**config.mk**
```make
export PLATFORM = sky130hd
export DESIGN_NAME = mem_arbiter_flat
export DESIGN_NICKNAME = d
export VERILOG_FILES = /design/src/rtl/mem_arbiter_if.sv /design/src/rtl/mem_arbiter.sv /design/src/flat_wrapper.sv
export SDC_FILE = /design/constraint.sdc
export NUM_CORES = 1
export LEC_CHECK = 0
export ABC_AREA = 1
export BUFFER_PORTS_ARGS = -buffer_cell sky130_fd_sc_hd__buf_2
export CAP_MARGIN = 20
export CORE_AREA = 2 2 108 110
export CTS_BUF_LIST = sky130_fd_sc_hd__clkbuf_8 sky130_fd_sc_hd__clkbuf_16
export DETAILED_ROUTE_END_ITERATION = 10
export DIE_AREA = 0 0 110 112
export SETUP_SLACK_MARGIN = 0.05
export SLEW_MARGIN = 20
export SYNTH_ARGS = -nofsm -noshare
export SYNTH_HDL_FRONTEND = slang
export SYNTH_SLANG_ARGS = --single-unit
export TNS_END_PERCENT = 5
```
**constraint.sdc**
```tcl
create_clock -name clk -period 1.5 [get_ports clk]
set_input_delay 0.15 -clock clk [delete_from_list [all_inputs] [get_ports clk]]
set_output_delay 0.15 -clock clk [all_outputs]
set_load 0.01 [all_outputs]
```
**src/rtl/mem_arbiter_if.sv**
```systemverilog
// ----------------------------------------------------------------------------
// mem_arbiter_if
//   Bundles every handshake/bus signal around mem_arbiter: the fetch port
//   (i_*), the load/store port (d_*), the shared downstream port (mem_*)
//   and the current owner (grant).
//
//   modport slave  : the arbiter's view (takes requests from fetch/LSU and
//                    responses from memory, drives acks, strobes and grant).
//   modport master : the surrounding system's view (core ports plus memory).
//
//   Parameters: ADDR_W address width, DATA_W data width (DATA_W/8 byte sels).
// ----------------------------------------------------------------------------
interface mem_arbiter_if #(
   parameter int ADDR_W = 32,
   parameter int DATA_W = 32
);
   localparam int SEL_W = DATA_W / 8;

   // fetch port (read-only)
   logic [ADDR_W-1:0] i_addr;
   logic              i_re;
   logic [DATA_W-1:0] i_rdata;
   logic              i_ack;
   // load/store port
   logic [ADDR_W-1:0] d_addr;
   logic [DATA_W-1:0] d_wdata;
   logic [SEL_W-1:0]  d_sel;
   logic              d_re;
   logic              d_we;
   logic [DATA_W-1:0] d_rdata;
   logic              d_ack;
   // shared downstream port
   logic [ADDR_W-1:0] mem_addr;
   logic [DATA_W-1:0] mem_wdata;
   logic [SEL_W-1:0]  mem_sel;
   logic              mem_re;
   logic              mem_we;
   logic [DATA_W-1:0] mem_rdata;
   logic              mem_ack;
   // owner: 00 none, 01 fetch, 10 data
   logic [1:0]        grant;

   modport slave (
      input  i_addr, i_re, d_addr, d_wdata, d_sel, d_re, d_we, mem_rdata, mem_ack,
      output i_rdata, i_ack, d_rdata, d_ack,
      output mem_addr, mem_wdata, mem_sel, mem_re, mem_we, grant
   );

   modport master (
      output i_addr, i_re, d_addr, d_wdata, d_sel, d_re, d_we, mem_rdata, mem_ack,
      input  i_rdata, i_ack, d_rdata, d_ack,
      input  mem_addr, mem_wdata, mem_sel, mem_re, mem_we, grant
   );
endinterface

```
**src/rtl/mem_arbiter.sv**
```systemverilog
// ----------------------------------------------------------------------------
// mem_arbiter
//   Shares one memory port between the instruction fetch port (read-only)
//   and the load/store data port. A registered grant FSM (IDLE/GNT_I/GNT_D)
//   picks the owner; all request/response muxing is combinational from the
//   registered state, so the downstream strobe appears one cycle after a
//   request from IDLE and an ack can complete in the first granted cycle.
//
//   Ports:
//     clk      system clock
//     reset_n  asynchronous active-low reset
//     bus      mem_arbiter_if.slave: fetch, data and downstream ports + grant
//
//   Arbitration:
//     - From IDLE, data wins a tie.
//     - On mem_ack the next owner is chosen at the same edge (no bubble)
//       among the other master's request and the current master's request
//       if still held. A master that has no further work drops its request
//       in the ack cycle; holding it across the ack edge asks for another
//       transfer.
//     - Without mem_ack the grant is held (no preemption), even if the
//       owner drops its request; the strobes simply follow the request.
//
//   Build option MEM_ARBITER_RR_EN:
//     defined   - round-robin: on a completion with both pending, the master
//                 that did not just complete wins; a last-owner register
//                 (reset to fetch) also breaks ties from IDLE.
//     undefined - fixed priority: data always wins ties; fetch can starve.
// ----------------------------------------------------------------------------
module mem_arbiter #(
   parameter int ADDR_W = 32,
   parameter int DATA_W = 32
) (
   input  logic         clk,
   input  logic         reset_n,
   mem_arbiter_if.slave bus
);
   localparam int SEL_W = DATA_W / 8;

   // encoding doubles as the grant output
   typedef enum logic [1:0] {
      IDLE  = 2'b00,
      GNT_I = 2'b01,
      GNT_D = 2'b10
   } state_t;

   state_t state;

   logic i_pend, d_pend;
   logic idle_tie_d;   // tie from IDLE goes to data
   logic ack_tie_d;    // tie at a data completion goes back to data

   assign i_pend = bus.i_re;
   assign d_pend = bus.d_re | bus.d_we;

`ifdef MEM_ARBITER_RR_EN
   logic last_d;       // 1: data owned the most recent completion
   assign idle_tie_d = ~last_d;
   assign ack_tie_d  = 1'b0;
`else
   assign idle_tie_d = 1'b1;
   assign ack_tie_d  = 1'b1;
`endif

   always_ff @(posedge clk or negedge reset_n) begin
      if (!reset_n) begin
         state <= IDLE;
`ifdef MEM_ARBITER_RR_EN
         last_d <= 1'b0;
`endif
      end else begin
         case (state)
            IDLE: begin
               if (d_pend && i_pend) state <= idle_tie_d ? GNT_D : GNT_I;
               else if (d_pend)      state <= GNT_D;
               else if (i_pend)      state <= GNT_I;
            end
            GNT_I: begin
               // fetch just completed, so data wins a tie in either mode
               if (bus.mem_ack) begin
                  if (d_pend)      state <= GNT_D;
                  else if (i_pend) state <= GNT_I;
                  else             state <= IDLE;
`ifdef MEM_ARBITER_RR_EN
                  last_d <= 1'b0;
`endif
               end
            end
            GNT_D: begin
               if (bus.mem_ack) begin
                  if (d_pend && i_pend) state <= ack_tie_d ? GNT_D : GNT_I;
                  else if (d_pend)      state <= GNT_D;
                  else if (i_pend)      state <= GNT_I;
                  else                  state <= IDLE;
`ifdef MEM_ARBITER_RR_EN
                  last_d <= 1'b1;
`endif
               end
            end
            default: state <= IDLE;
         endcase
      end
   end

   // request/response routing from the registered owner
   logic [ADDR_W-1:0] addr_mux;
   logic [DATA_W-1:0] wdata_mux, i_rdata_mux, d_rdata_mux;
   logic [SEL_W-1:0]  sel_mux;
   logic              re_mux, we_mux, i_ack_mux, d_ack_mux;

   always_comb begin
      addr_mux    = '0;
      wdata_mux   = '0;
      sel_mux     = '0;
      re_mux      = 1'b0;
      we_mux      = 1'b0;
      i_ack_mux   = 1'b0;
      d_ack_mux   = 1'b0;
      i_rdata_mux = '0;
      d_rdata_mux = '0;
      case (state)
         GNT_I: begin
            addr_mux    = bus.i_addr;
            sel_mux     = '1;
            re_mux      = bus.i_re;
            i_ack_mux   = bus.mem_ack;
            i_rdata_mux = bus.mem_rdata;
         end
         GNT_D: begin
            addr_mux    = bus.d_addr;
            wdata_mux   = bus.d_wdata;
            sel_mux     = bus.d_sel;
            re_mux      = bus.d_re;
            we_mux      = bus.d_we;
            d_ack_mux   = bus.mem_ack;
            d_rdata_mux = bus.mem_rdata;
         end
         default: ;
      endcase
   end

   assign bus.mem_addr  = addr_mux;
   assign bus.mem_wdata = wdata_mux;
   assign bus.mem_sel   = sel_mux;
   assign bus.mem_re    = re_mux;
   assign bus.mem_we    = we_mux;
   assign bus.i_ack     = i_ack_mux;
   assign bus.i_rdata   = i_rdata_mux;
   assign bus.d_ack     = d_ack_mux;
   assign bus.d_rdata   = d_rdata_mux;
   assign bus.grant     = state;

endmodule

```
**src/flat_wrapper.sv**
```systemverilog
// flat-port wrapper written by rule: the top's interface ports become plain ports
module mem_arbiter_flat 
#(
   parameter int ADDR_W = 32,
   parameter int DATA_W = 32
)
  (clk, reset_n, bus_i_addr, bus_i_re, bus_d_addr, bus_d_wdata, bus_d_sel, bus_d_re, bus_d_we, bus_mem_rdata, bus_mem_ack, bus_i_rdata, bus_i_ack, bus_d_rdata, bus_d_ack, bus_mem_addr, bus_mem_wdata, bus_mem_sel, bus_mem_re, bus_mem_we, bus_grant);
  mem_arbiter_if #(.ADDR_W(ADDR_W), .DATA_W(DATA_W)) bus_i ();
  input  logic clk;
  input  logic reset_n;
  input wire logic [$bits(bus_i.i_addr)-1:0] bus_i_addr;
  input wire logic [$bits(bus_i.i_re)-1:0] bus_i_re;
  input wire logic [$bits(bus_i.d_addr)-1:0] bus_d_addr;
  input wire logic [$bits(bus_i.d_wdata)-1:0] bus_d_wdata;
  input wire logic [$bits(bus_i.d_sel)-1:0] bus_d_sel;
  input wire logic [$bits(bus_i.d_re)-1:0] bus_d_re;
  input wire logic [$bits(bus_i.d_we)-1:0] bus_d_we;
  input wire logic [$bits(bus_i.mem_rdata)-1:0] bus_mem_rdata;
  input wire logic [$bits(bus_i.mem_ack)-1:0] bus_mem_ack;
  output wire logic [$bits(bus_i.i_rdata)-1:0] bus_i_rdata;
  output wire logic [$bits(bus_i.i_ack)-1:0] bus_i_ack;
  output wire logic [$bits(bus_i.d_rdata)-1:0] bus_d_rdata;
  output wire logic [$bits(bus_i.d_ack)-1:0] bus_d_ack;
  output wire logic [$bits(bus_i.mem_addr)-1:0] bus_mem_addr;
  output wire logic [$bits(bus_i.mem_wdata)-1:0] bus_mem_wdata;
  output wire logic [$bits(bus_i.mem_sel)-1:0] bus_mem_sel;
  output wire logic [$bits(bus_i.mem_re)-1:0] bus_mem_re;
  output wire logic [$bits(bus_i.mem_we)-1:0] bus_mem_we;
  output wire logic [$bits(bus_i.grant)-1:0] bus_grant;
  assign bus_i.i_addr = bus_i_addr;
  assign bus_i.i_re = bus_i_re;
  assign bus_i.d_addr = bus_d_addr;
  assign bus_i.d_wdata = bus_d_wdata;
  assign bus_i.d_sel = bus_d_sel;
  assign bus_i.d_re = bus_d_re;
  assign bus_i.d_we = bus_d_we;
  assign bus_i.mem_rdata = bus_mem_rdata;
  assign bus_i.mem_ack = bus_mem_ack;
  assign bus_i_rdata = bus_i.i_rdata;
  assign bus_i_ack = bus_i.i_ack;
  assign bus_d_rdata = bus_i.d_rdata;
  assign bus_d_ack = bus_i.d_ack;
  assign bus_mem_addr = bus_i.mem_addr;
  assign bus_mem_wdata = bus_i.mem_wdata;
  assign bus_mem_sel = bus_i.mem_sel;
  assign bus_mem_re = bus_i.mem_re;
  assign bus_mem_we = bus_i.mem_we;
  assign bus_grant = bus_i.grant;
  mem_arbiter #(.ADDR_W(ADDR_W), .DATA_W(DATA_W)) u_core (.clk(clk), .reset_n(reset_n), .bus(bus_i));
endmodule
```
# Word level (Yosys, flattened, before mapping)
# Cells that the tools add are included.
totals:
  regBits: 2
  inputBits: 138
  elab_cells: 28
op_classes:
  eq_ne: 5
  muxes: 18
  bitwise: 1
  reduce_logical: 3
op_table:
  columns: ["op", "n"]
  rows:
  - ["$mux W32", 3]
  - ["$pmux W32 S2", 1]
  - ["$mux W2", 7]
  - ["$pmux W4 S2", 1]
  - ["$pmux W2 S3", 1]
  - ["$mux W1", 4]
  - ["$ne A2 B2 Y1 const B", 2]
  - ["$ne A4 B2 Y1 const B", 1]
  - ["$reduce_and A3 Y1", 1]
  - ["$eq A2 B1 Y1 const B", 1]
  - ["$eq A2 B2 Y1 const B", 1]
  - ["$logic_not A2 Y1", 1]
  - ["$pmux W1 S2", 1]
  - ["$logic_and A1 B1 Y1", 1]
  - ["$or A1 B1 Y1", 1]

# Longest topological paths before layout
logic_depth:
  ltp_word: 5
  depth_mapped: 10
  depth_no_buf: 9

# Least setup slack after synthesis
# Ideal clock, no wire load.
synth_timing:
  path_type: "register to output"
  start: "reg u_core.state[0] (netlist: u_core.bus.grant[0])"
  end: "out bus_mem_addr[0]"
  arrival_time_ps: 1239
  t_required_ps: 1350
  path_slack_ps: 111
  path_stages_with_launch: 6
  n_path_buf: 1
  cell_sequence: "dfrtp_1 > inv_1 > ha_1 > inv_1 > buf_2 > a21oi_1"
synth_between:
  elab_chain_len: 2
  word_cells_on_any_way: 3
  classes_between: "2 x eq/ne; 1 x mux"
synth_lines:
  columns: ["element", "line_no", "rtl"]
  rows:
  - ["start: declaration", "mem_arbiter.sv:47", "state_t state;"]
  - ["start signal: assignment", "mem_arbiter.sv:74", "if (d_pend && i_pend) state <= idle_tie_d ? GNT_D : GNT_I;"]
  - ["start signal: assignment", "mem_arbiter.sv:91", "if (d_pend && i_pend) state <= ack_tie_d ? GNT_D : GNT_I;"]
  - ["$eq A2 B2 Y1 or $eq A2 B1 Y1 (tied branches)", "mem_arbiter.sv:121", "case (state)"]
  - ["$pmux W32 S2 *", "mem_arbiter.sv:121", null]
  - ["end: declaration", "flat_wrapper.sv:24", "output wire logic [$bits(bus_i.mem_addr)-1:0] bus_mem_addr;"]
# Mark *: on every way between the ends. The rest lies on a longest branch, timed or not.

# Worst setup path in the final report
layout_timing:
  start: "reg u_core.state[0] (netlist: u_core.bus.grant[0])"
  end: "out bus_mem_addr[4]"
# Same word-level chain as after synthesis.

==> summary.txt <==
Status
  • Status: complete, but fails checks
  • Failing checks: setup timing

Timing
  • Pin slew with the least headroom to its limit: 0.269 ns
  • Final TNS setup: -10.16 ns
  • Fin crit period: 1.66 ns
  • Fmax: 0.603 GHz
  • Max-slew violations: 0
  • Final hold viol count: 0
  • # setup viols final: 134
  • Fin crit share: 111%
  • Slew HR: 82.0%
  • RSZ-0062 raised after global routing: yes
  • Clock skew: 0.00128 ns
  • Setup ws final: -0.158 ns

Worst hold path
  • HP Class: input pin to async pin

Die
  • Initial Utilization: 13.8%
  • Die X: 110 um
  • Core Region: 0.0112 mm2
  • Chip height: 112 um
  • Row count: 39
  • # IOs: 276
  • Die area: 0.0123 mm2

Synthesis
  • Unique masters post-synth: 13
  • Syn_nets: 500
  • Seq/Total Area, Yosys: 3.25%
  • YS warnings: 0
  • Mean Syn Cell Area: 4.31 um2
  • Post-synthesis register bit count: 2
  • Synthesized instance count: 358
  • Mapped cell area: 0.00154 mm2

Placed design
  • RePlAce Congestion: 0.765
  • Port Buffer Count: 275
  • HPWL after detailed placement: 6.11 mm

Final layout
  • Largest register FFs: 2
  • Share of layout cells above drive strength 1: 50.4%
  • Antenna Cells: 0
  • Commonest non-fill, non-tap cell in the layout: buf_2
  • Most frequent cells in the layout: buf_2, nand2_1, inv_1
  • Synth-to-Final Area Change: 121%
  • Nets@finish: 773

CTS
  • Worst-Skew Late Latency: 0.22 ns
  • CTS Root Cell: clkbuf_16
  • Clk buf depth: 2
  • Num CTS Buffers: 3
  • CTS tree: done
  • CTS H-tree lvls: 1
  • CTS sink cnt: 2
  • Clock Pin Slew Worst Setup and Hold Paths: 0.03 ns

Power
  • Tot Pwr: 5.84 mW
  • VDD IR max: 1.02 mV
  • Leakage power: 2.69 nW
  • Power Dens Cells: 1710 mW/mm2

Setup path
  • Critical path arrival: 1.51 ns
  • WS Path Type: register to output port
  • Required @ worst endpoint: 1.35 ns
  • R2r setup slk: 0.08 ns
  • Capturing point of the worst reg2reg path: u_core.bus.grant[0]
  • Worst flop-to-flop path startpoint: u_core.bus.grant[1]
  • CP Capture Type: output port
  • Worst R2R Path Depth: 10
  • Critical Path Fanout Max: 16
  • Crit start category: register

Global route
  • First-pass GRT wire length: 10.9 mm
  • GRT Util Overall: 10.7%
  • Largest net degree at the start of global routing: 35
  • Total grt overflow: 0
  • Initial antenna violation count: 0
  • Vias in the first global route: 2397

Drt
  • Pre-antenna DRT Iters: 4
  • Via count: 2873
  • Drt first-iter violations: 96
  • Final routed DRC violation total: 0
  • Total Routed Length: 7.81 mm
  • DR vias/cell: 3.72
  • Routed Antenna Nets: 0
  • Drt wl/cell: 10.1 um

Flow run
  • Max-cap viol count: 0
-- synth_stat cells --
cell type | n | area share, %
dfrtp_1 | 2 | 3.2
nand2_1 | 174 | 42
a21oi_1 | 33 | 11
nand3_1 | 2 | 0.65
buf_2 | 11 | 3.6
inv_2 | 2 | 0.49
ha_1 | 4 | 3.2
buf_6 | 3 | 2.2
nor2_1 | 11 | 2.7
buf_4 | 8 | 3.9
nor2_2 | 1 | 0.41
inv_1 | 104 | 25
nand2_2 | 3 | 1.2
-- critical path, cell delays in order, from the launching register on --
cell and delay (ns):
dfrtp_2 0.41, inv_2 0.08, ha_4 0.25, clkbuf_16 0.21, nand2_1 0.06, a21oi_1 0.12, buf_2 0.15
-- area by class of cell --
cell class | instances | area, um2
multi-input combinational | 228 | 1000
clock buffer | 3 | 75.1
tap | 143 | 179
timing repair buffer | 290 | 1710
inverter | 106 | 398
fill | 1247 | 7760
sequential | 2 | 51.3
-- report_power, final --
part	leakage [nW]	switching [mW]	internal (mW)
Sequential	0.0239	0.0208	0.0840
Clock	0.0370	0.0602	0.339
Combinational	2.63	3.05	2.28
Total	2.69	3.13	2.70
-- logic make-up after synthesis --
family	synth area share [%]
simple gates	47.3
buf+inv	35.5
compound gates	10.7
fa+ha+maj	3.25
flops	3.25
-- worst max path at each step --
stage,slack [ns],end,cells past startpoint,start
CTS,-0.18,bus_mem_addr[21],6,u_core.bus.grant[1]
finish,-0.16,bus_mem_addr[4],6,u_core.bus.grant[0]
global route,-0.23,bus_mem_addr[16],6,u_core.bus.grant[0]
floorplan,0.11,bus_mem_addr[0],5,u_core.bus.grant[0]
detailed placement,0.02,bus_mem_wdata[1],6,u_core.bus.grant[0]
global placement,0.04,bus_mem_addr[12],6,u_core.bus.grant[1]
-- what timing repair did --
action                                  in CTS  in global routing
resized for setup                            8                 32
buffers inserted                             1                  1
hold endpoints to repair                     2                  0
endpoints found under the setup margin     136                136
gates cloned                                 1                  1
pin swaps                                    1                  2
hold buffers                                 1                  0
-- stage by stage --
stage	util [%]	cell area (um2)	hold WS [ns]	instances	setup WS (ns)
detailed placement	27.8	3110	-0.0642	765	0.0247
global placement	27.8	3110	-0.0632	765	0.0382
finish	30.5	3410	0.241	772	-0.158
CTS	29.2	3270	0.239	771	-0.180
floorplan	-	1540	-0.146	358	0.111
global route	30.5	3410	0.258	772	-0.233
-- routing by layer --
layer,GRT usage (%),share of wire (%)
met1,12.4,39
met2,21.1,52
met3,0.761,8.3
met4,1.35,0.41
met5,0,0
Note: power is estimated with default switching activity, not from simulation.
